--- src/rtl/fml_throttle_pkg.sv ---
// Shared definitions for the FML token-bucket throttle: gate state encoding
// and the width of the stall statistics counter.
package fml_throttle_pkg;

    typedef enum logic {
        ST_IDLE = 1'b0,
        ST_HELD = 1'b1
    } gate_state_t;

    localparam int STAT_W = 32;

endpackage

--- src/rtl/fml_throttle_bucket.sv ---
// Refill timer plus saturating credit counter. A refill fires whenever the
// down-counter sits at zero; each consume removes one credit, never below zero.
module fml_throttle_bucket #(
    parameter int cw = 8,
    parameter int pw = 16
) (
    input  logic          sys_clk,
    input  logic          sys_rst,
    input  logic [pw-1:0] cfg_period,
    input  logic [cw-1:0] cfg_quantum,
    input  logic [cw-1:0] cfg_max,
    input  logic          consume,
    output logic [cw-1:0] credits
);

    localparam logic [pw-1:0] P_ONE = {{(pw-1){1'b0}}, 1'b1};
    localparam logic [cw-1:0] C_ONE = {{(cw-1){1'b0}}, 1'b1};

    logic [pw-1:0] r_timer;
    logic [cw-1:0] r_credits;
    logic          w_refill;
    logic [pw-1:0] w_reload;
    logic [cw:0]   w_sum;
    logic [cw:0]   w_capped;
    logic [cw-1:0] w_next;

    assign w_refill = (r_timer == '0);
    assign w_reload = (cfg_period == '0) ? '0 : cfg_period - P_ONE;

    always_ff @(posedge sys_clk or posedge sys_rst) begin
        if (sys_rst) begin
            r_timer <= '0;
        end else if (w_refill) begin
            r_timer <= w_reload;
        end else begin
            r_timer <= r_timer - P_ONE;
        end
    end

    // Cap only on refill cycles so a lowered cfg_max lets excess credits drain.
    always_comb begin
        w_sum    = {1'b0, r_credits} + (w_refill ? {1'b0, cfg_quantum} : '0);
        w_capped = w_sum;
        if (w_refill && (w_sum > {1'b0, cfg_max})) begin
            w_capped = {1'b0, cfg_max};
        end
        w_next = w_capped[cw-1:0];
        if (consume && (w_capped != '0)) begin
            w_next = w_capped[cw-1:0] - C_ONE;
        end
    end

    always_ff @(posedge sys_clk or posedge sys_rst) begin
        if (sys_rst) begin
            r_credits <= '0;
        end else begin
            r_credits <= w_next;
        end
    end

    assign credits = r_credits;

endmodule

--- src/rtl/fml_throttle.sv ---
// Token-bucket throttle between one FML master and an arbiter port: gates the
// strobe on available credit while passing every data path straight through.
module fml_throttle
    import fml_throttle_pkg::*;
#(
    parameter int fml_depth = 26,
    parameter int cw        = 8,
    parameter int pw        = 16
) (
    input  logic                 sys_clk,
    input  logic                 sys_rst,
    input  logic                 cfg_enable,
    input  logic [pw-1:0]        cfg_period,
    input  logic [cw-1:0]        cfg_quantum,
    input  logic [cw-1:0]        cfg_max,
    input  logic                 stat_clear,
    output logic [STAT_W-1:0]    stat_stall,
    output logic [cw-1:0]        credits,
    input  logic [fml_depth-1:0] m_adr,
    input  logic                 m_stb,
    input  logic                 m_we,
    output logic                 m_ack,
    input  logic [7:0]           m_sel,
    input  logic [63:0]          m_di,
    output logic [63:0]          m_do,
    output logic [fml_depth-1:0] s_adr,
    output logic                 s_stb,
    output logic                 s_we,
    input  logic                 s_ack,
    output logic [7:0]           s_sel,
    input  logic [63:0]          s_di,
    output logic [63:0]          s_do
);

    localparam logic [STAT_W-1:0] S_ONE = {{(STAT_W-1){1'b0}}, 1'b1};

    gate_state_t       r_state;
    gate_state_t       w_state_next;
    logic              w_stb;
    logic              w_consume;
    logic [cw-1:0]     w_credits;
    logic [STAT_W-1:0] r_stall;

    assign s_adr = m_adr;
    assign s_we  = m_we;
    assign s_sel = m_sel;
    assign s_do  = m_di;
    assign m_do  = s_di;
    assign m_ack = s_ack;

    always_ff @(posedge sys_clk or posedge sys_rst) begin
        if (sys_rst) begin
            r_state <= ST_IDLE;
        end else begin
            r_state <= w_state_next;
        end
    end

    always_comb begin
        w_state_next = r_state;
        case (r_state)
            ST_IDLE: if (w_stb && !s_ack) w_state_next = ST_HELD;
            ST_HELD: if (s_ack)           w_state_next = ST_IDLE;
            default:                      w_state_next = ST_IDLE;
        endcase
    end

    // Once issued, the strobe follows the master alone until the arbiter acks.
    always_comb begin
        w_stb = 1'b0;
        case (r_state)
            ST_IDLE: w_stb = m_stb && (!cfg_enable || (w_credits != '0));
            ST_HELD: w_stb = m_stb;
            default: w_stb = 1'b0;
        endcase
    end

    assign s_stb     = w_stb;
    assign w_consume = s_ack && cfg_enable;

    fml_throttle_bucket #(
        .cw (cw),
        .pw (pw)
    ) u_bucket (
        .sys_clk     (sys_clk),
        .sys_rst     (sys_rst),
        .cfg_period  (cfg_period),
        .cfg_quantum (cfg_quantum),
        .cfg_max     (cfg_max),
        .consume     (w_consume),
        .credits     (w_credits)
    );

    assign credits = w_credits;

    always_ff @(posedge sys_clk or posedge sys_rst) begin
        if (sys_rst) begin
            r_stall <= '0;
        end else if (stat_clear) begin
            r_stall <= '0;
        end else if (m_stb && !w_stb && (r_stall != '1)) begin
            r_stall <= r_stall + S_ONE;
        end
    end

    assign stat_stall = r_stall;

endmodule
--- config.mk ---
export PLATFORM = sky130hd
export DESIGN_NAME = fml_throttle
export DESIGN_NICKNAME = d
export VERILOG_FILES = /design/src/rtl/fml_throttle_pkg.sv /design/src/rtl/fml_throttle_bucket.sv /design/src/rtl/fml_throttle.sv
export SDC_FILE = /design/constraint.sdc
export NUM_CORES = 1
export LEC_CHECK = 0
export BUFFER_PORTS_ARGS = -buffer_cell sky130_fd_sc_hd__buf_2
export CORE_AREA = 2 2 157 159
export DETAILED_ROUTE_END_ITERATION = 7
export DIE_AREA = 0 0 159 161
export SLEW_MARGIN = 20
export SYNTH_ARGS = -nofsm -noshare
export SYNTH_HDL_FRONTEND = slang
export SYNTH_SLANG_ARGS = --single-unit
--- constraint.sdc ---
create_clock -name sys_clk -period 8.8 [get_ports sys_clk]
set_clock_uncertainty 0.05 [all_clocks]
set_input_delay 0.44 -clock sys_clk [delete_from_list [all_inputs] [get_ports sys_clk]]
set_output_delay 0.44 -clock sys_clk [all_outputs]
set_load 0.03 [all_outputs]
==> results.md <==
- CP max FO: 10
- Number of global-route vias before repair: 3,553
- Post-layout nets: 736
- Antenna Nets Post-Route: 0
- Sink Count: 57
- Avg WL per Cell: 14.2 um
- Syn Nets: 815
- Syn_area_per_cell: 8.60 sq um
- Synthesized area: 0.00508 sq mm
- Final Hold Fails: 0
- Clk root buf: clkbuf_16
- Detailed Place HPWL: 9.10 mm
- I/O Buffers: 79
- H-tree levels: 3
- Die area: 0.0256 sq mm
- Crit share post-route: 72.9%
- Synth async-reset ratio: 100%
- DRT Wirelength: 11.9 mm
- Via density: 4.30
- Peak Freq: 0.156 GHz
- Width of the chip: 159 um
- Max-slew violations: 0
- RSZ-0062 raised after global routing: no
- Worst rel slew slack: 32.9%
- ANT cells: 0
- Gr ovfl total: 0
- CTS tree: yes
- Top cell types by occurrence after synthesis: buf_4 (164), nor2_1 (58), dfrtp_1 (57)
- FF+latch area: 0.00143 sq mm
- 1st-pass router iterations: 4
- Hold Crit Class: in2async
- Final core occ: 20.7%
- Setup crit start kind: flop
- Starting density of the core: 21.2%
- Largest net degree at the start of global routing: 58
- Synthesized flop and latch total: 57
- Power Density: 195 mW/mm^2
- Clk Latency, worst-skew pair: 340 ps
- Worst R2R Setup Slack: 2380 ps
- Final setup fails: 0
- Top-count cell post-synth: buf_4
- YS warnings: 0
- Post-synth top area cell: dfrtp_1
- Crit path largest cell delay: 600 ps
- First-pass GRT wire length: 19.0 mm
- Gpl congestion: 0.815
- Syn Inst Count: 591
- Setup_tns: 0 ps
- Crit path DAT: 6580 ps
- Setup bufs post-CTS: 0
- Die height: 161 um
- Post-synthesis cell type count: 43
- Register area share after synthesis: 28.1%
- Critical Path, Cell by Cell: or4_4 > or4_4 > nor4_4 > and2_1 > ha_1 > fa_1 > a211oi_1 > o21ai_0 > xor2_1 > ha_1 > a22oi_1 > nand2_1 > o211ai_1 > nand2_1 > nand2_1 > nor2_1 > a21oi_1 > ha_1 > o2111ai_1 > or3b_2 > nand4_1 > xor2_1 > mux2i_1
- Core area: 0.0240 sq mm
- # resized after CTS: 0
- Primary FF master, synth: dfrtp_1
- WS Path Type: reg2reg
- Status: finished clean
- Total CTS buffers: 9
- Leakage: 0.00210 uW
- Layout area overhead: -2.27%
- Transition time of the tightest slew-check pin: 997 ps
- Via count: 3,620
- Clock buffer depth: 2
- Global Route Usage Sum: 9.38%
- # DRC: 0
- IO Pins: 406
- Synth top area cells: dfrtp_1 (28%), buf_4 (24%), xor2_1 (6.7%), xnor2_1 (5.7%), ha_1 (5.4%)
- # rows: 57
- Antenna violations before repair: 0
- Critical Path RT: 8960 ps
- Proportion of layout cells with a drive suffix above 1: 21.7%
- Max cap viols: 0
- Multi-input logic area: 0.00232 sq mm
- Fill cells: 2,676
- Crit end category: flop
- Clock transition at path regs: 60 ps
- Hold buffer count at CTS: 0
- Final min period: 6420 ps
- Crit-path slowest cell: or3b_2
- EDFF count, synth: 0
- Initial detailed-routing violation count: 217
- Max VDD drop: 0.0812 mV
- Post-synth top area share: 28.1%
flip-flops by register name, indices dropped and copies added, names as in the netlist:
signal	flops
stat_stall	32
u_bucket.r_timer	16
r_state	1
u_bucket.credits	8
per-layer routing:
layer	global-route usage, %	up-vias	routed length, um
met5	0	-	0
met4	5.50	0	543
met3	4.24	62	1030
met2	14.3	169	5200
met1	10.9	1690	5130
li1	-	1699	-
power by group:
group          leakage [uW]  switching [uW]  internal (uW)
Sequential         0.000714            24.4            281
Combinational       0.00122             177           97.1
Clock              0.000159             132            255
Total               0.00210             333            633
critical path, delay by kind of cell, from the launching register on:
family	cells	cell delay, ps
compound gates	6	1220
xor+xnor	2	480
fa+ha+maj	4	960
flops	1	420
mux	1	90
simple gates	10	3090
stage by stage:
| step | power [uW] | setup slack [ps] | instance area [sq um] | std cells | hold slack, ps |
|---|---|---|---|---|---|
| floorplan | 634 | 2860 | 5080 | 591 | 415 |
| global placement | 587 | 2500 | 4640 | 825 | 427 |
| detailed placement | 586 | 2400 | 4640 | 825 | 447 |
| CTS | 983 | 2370 | 4960 | 841 | 270 |
| global route | 1030 | 1940 | 4960 | 841 | 281 |
| finish | 966 | 2380 | 4960 | 841 | 286 |
cell type report:
type                            count  share of cell area (%)
Sequential cell                    57                    28.7
Clock buffer                       11                    4.89
Timing Repair Buffer               82                    8.42
Tap cell                          324                    8.17
Multi-Input combinational cell    343                    46.8
Inverter                           19                    1.44
Clock inverter                      5                    1.59
placed cells by master (no fill, tap or decap), types with 4 or more instances in the layout:
master / count
mux2i_1: 4
o21ai_0: 5
inv_1: 18
a21oi_1: 14
nand2_1: 26
or4_1: 4
nor3_1: 14
nand2b_1: 4
buf_2: 79
xnor2_1: 33
o22ai_1: 15
dfrtp_1: 57
and4_1: 4
and2_1: 8
o211ai_1: 5
nand3_1: 19
or3_1: 4
nand4_1: 18
xor2_1: 39
nor4_1: 15
clkbuf_16: 9
ha_1: 22
nor2_1: 58
path summary, 6_finish.rpt:
| path | to | startpoint | depth (start not counted) |
|---|---|---|---|
| min reg2reg | r_state | r_state | 2 |
| max | u_bucket.credits[6] | u_bucket.r_timer[7] | 23 |
| min | stat_stall[27] | sys_rst | 3 |
| max in group asynchronous | stat_stall[31] | sys_rst | 3 |
| min in group sys_clk | u_bucket.r_timer[0] | cfg_period[0] | 2 |
| max reg2reg | u_bucket.credits[6] | u_bucket.r_timer[7] | 23 |
logic make-up (layout without fill, tap and decap cells):
family | after synthesis | after routing | synth area share (%)
buf+inv | 191 | 117 | 26.4
xor+xnor | 72 | 72 | 12.4
fa+ha+maj | 23 | 23 | 5.81
simple gates | 191 | 191 | 19.7
compound gates | 51 | 51 | 6.35
mux | 6 | 6 | 1.23
flops | 57 | 57 | 28.1
Power figures use the tool's default switching activity.
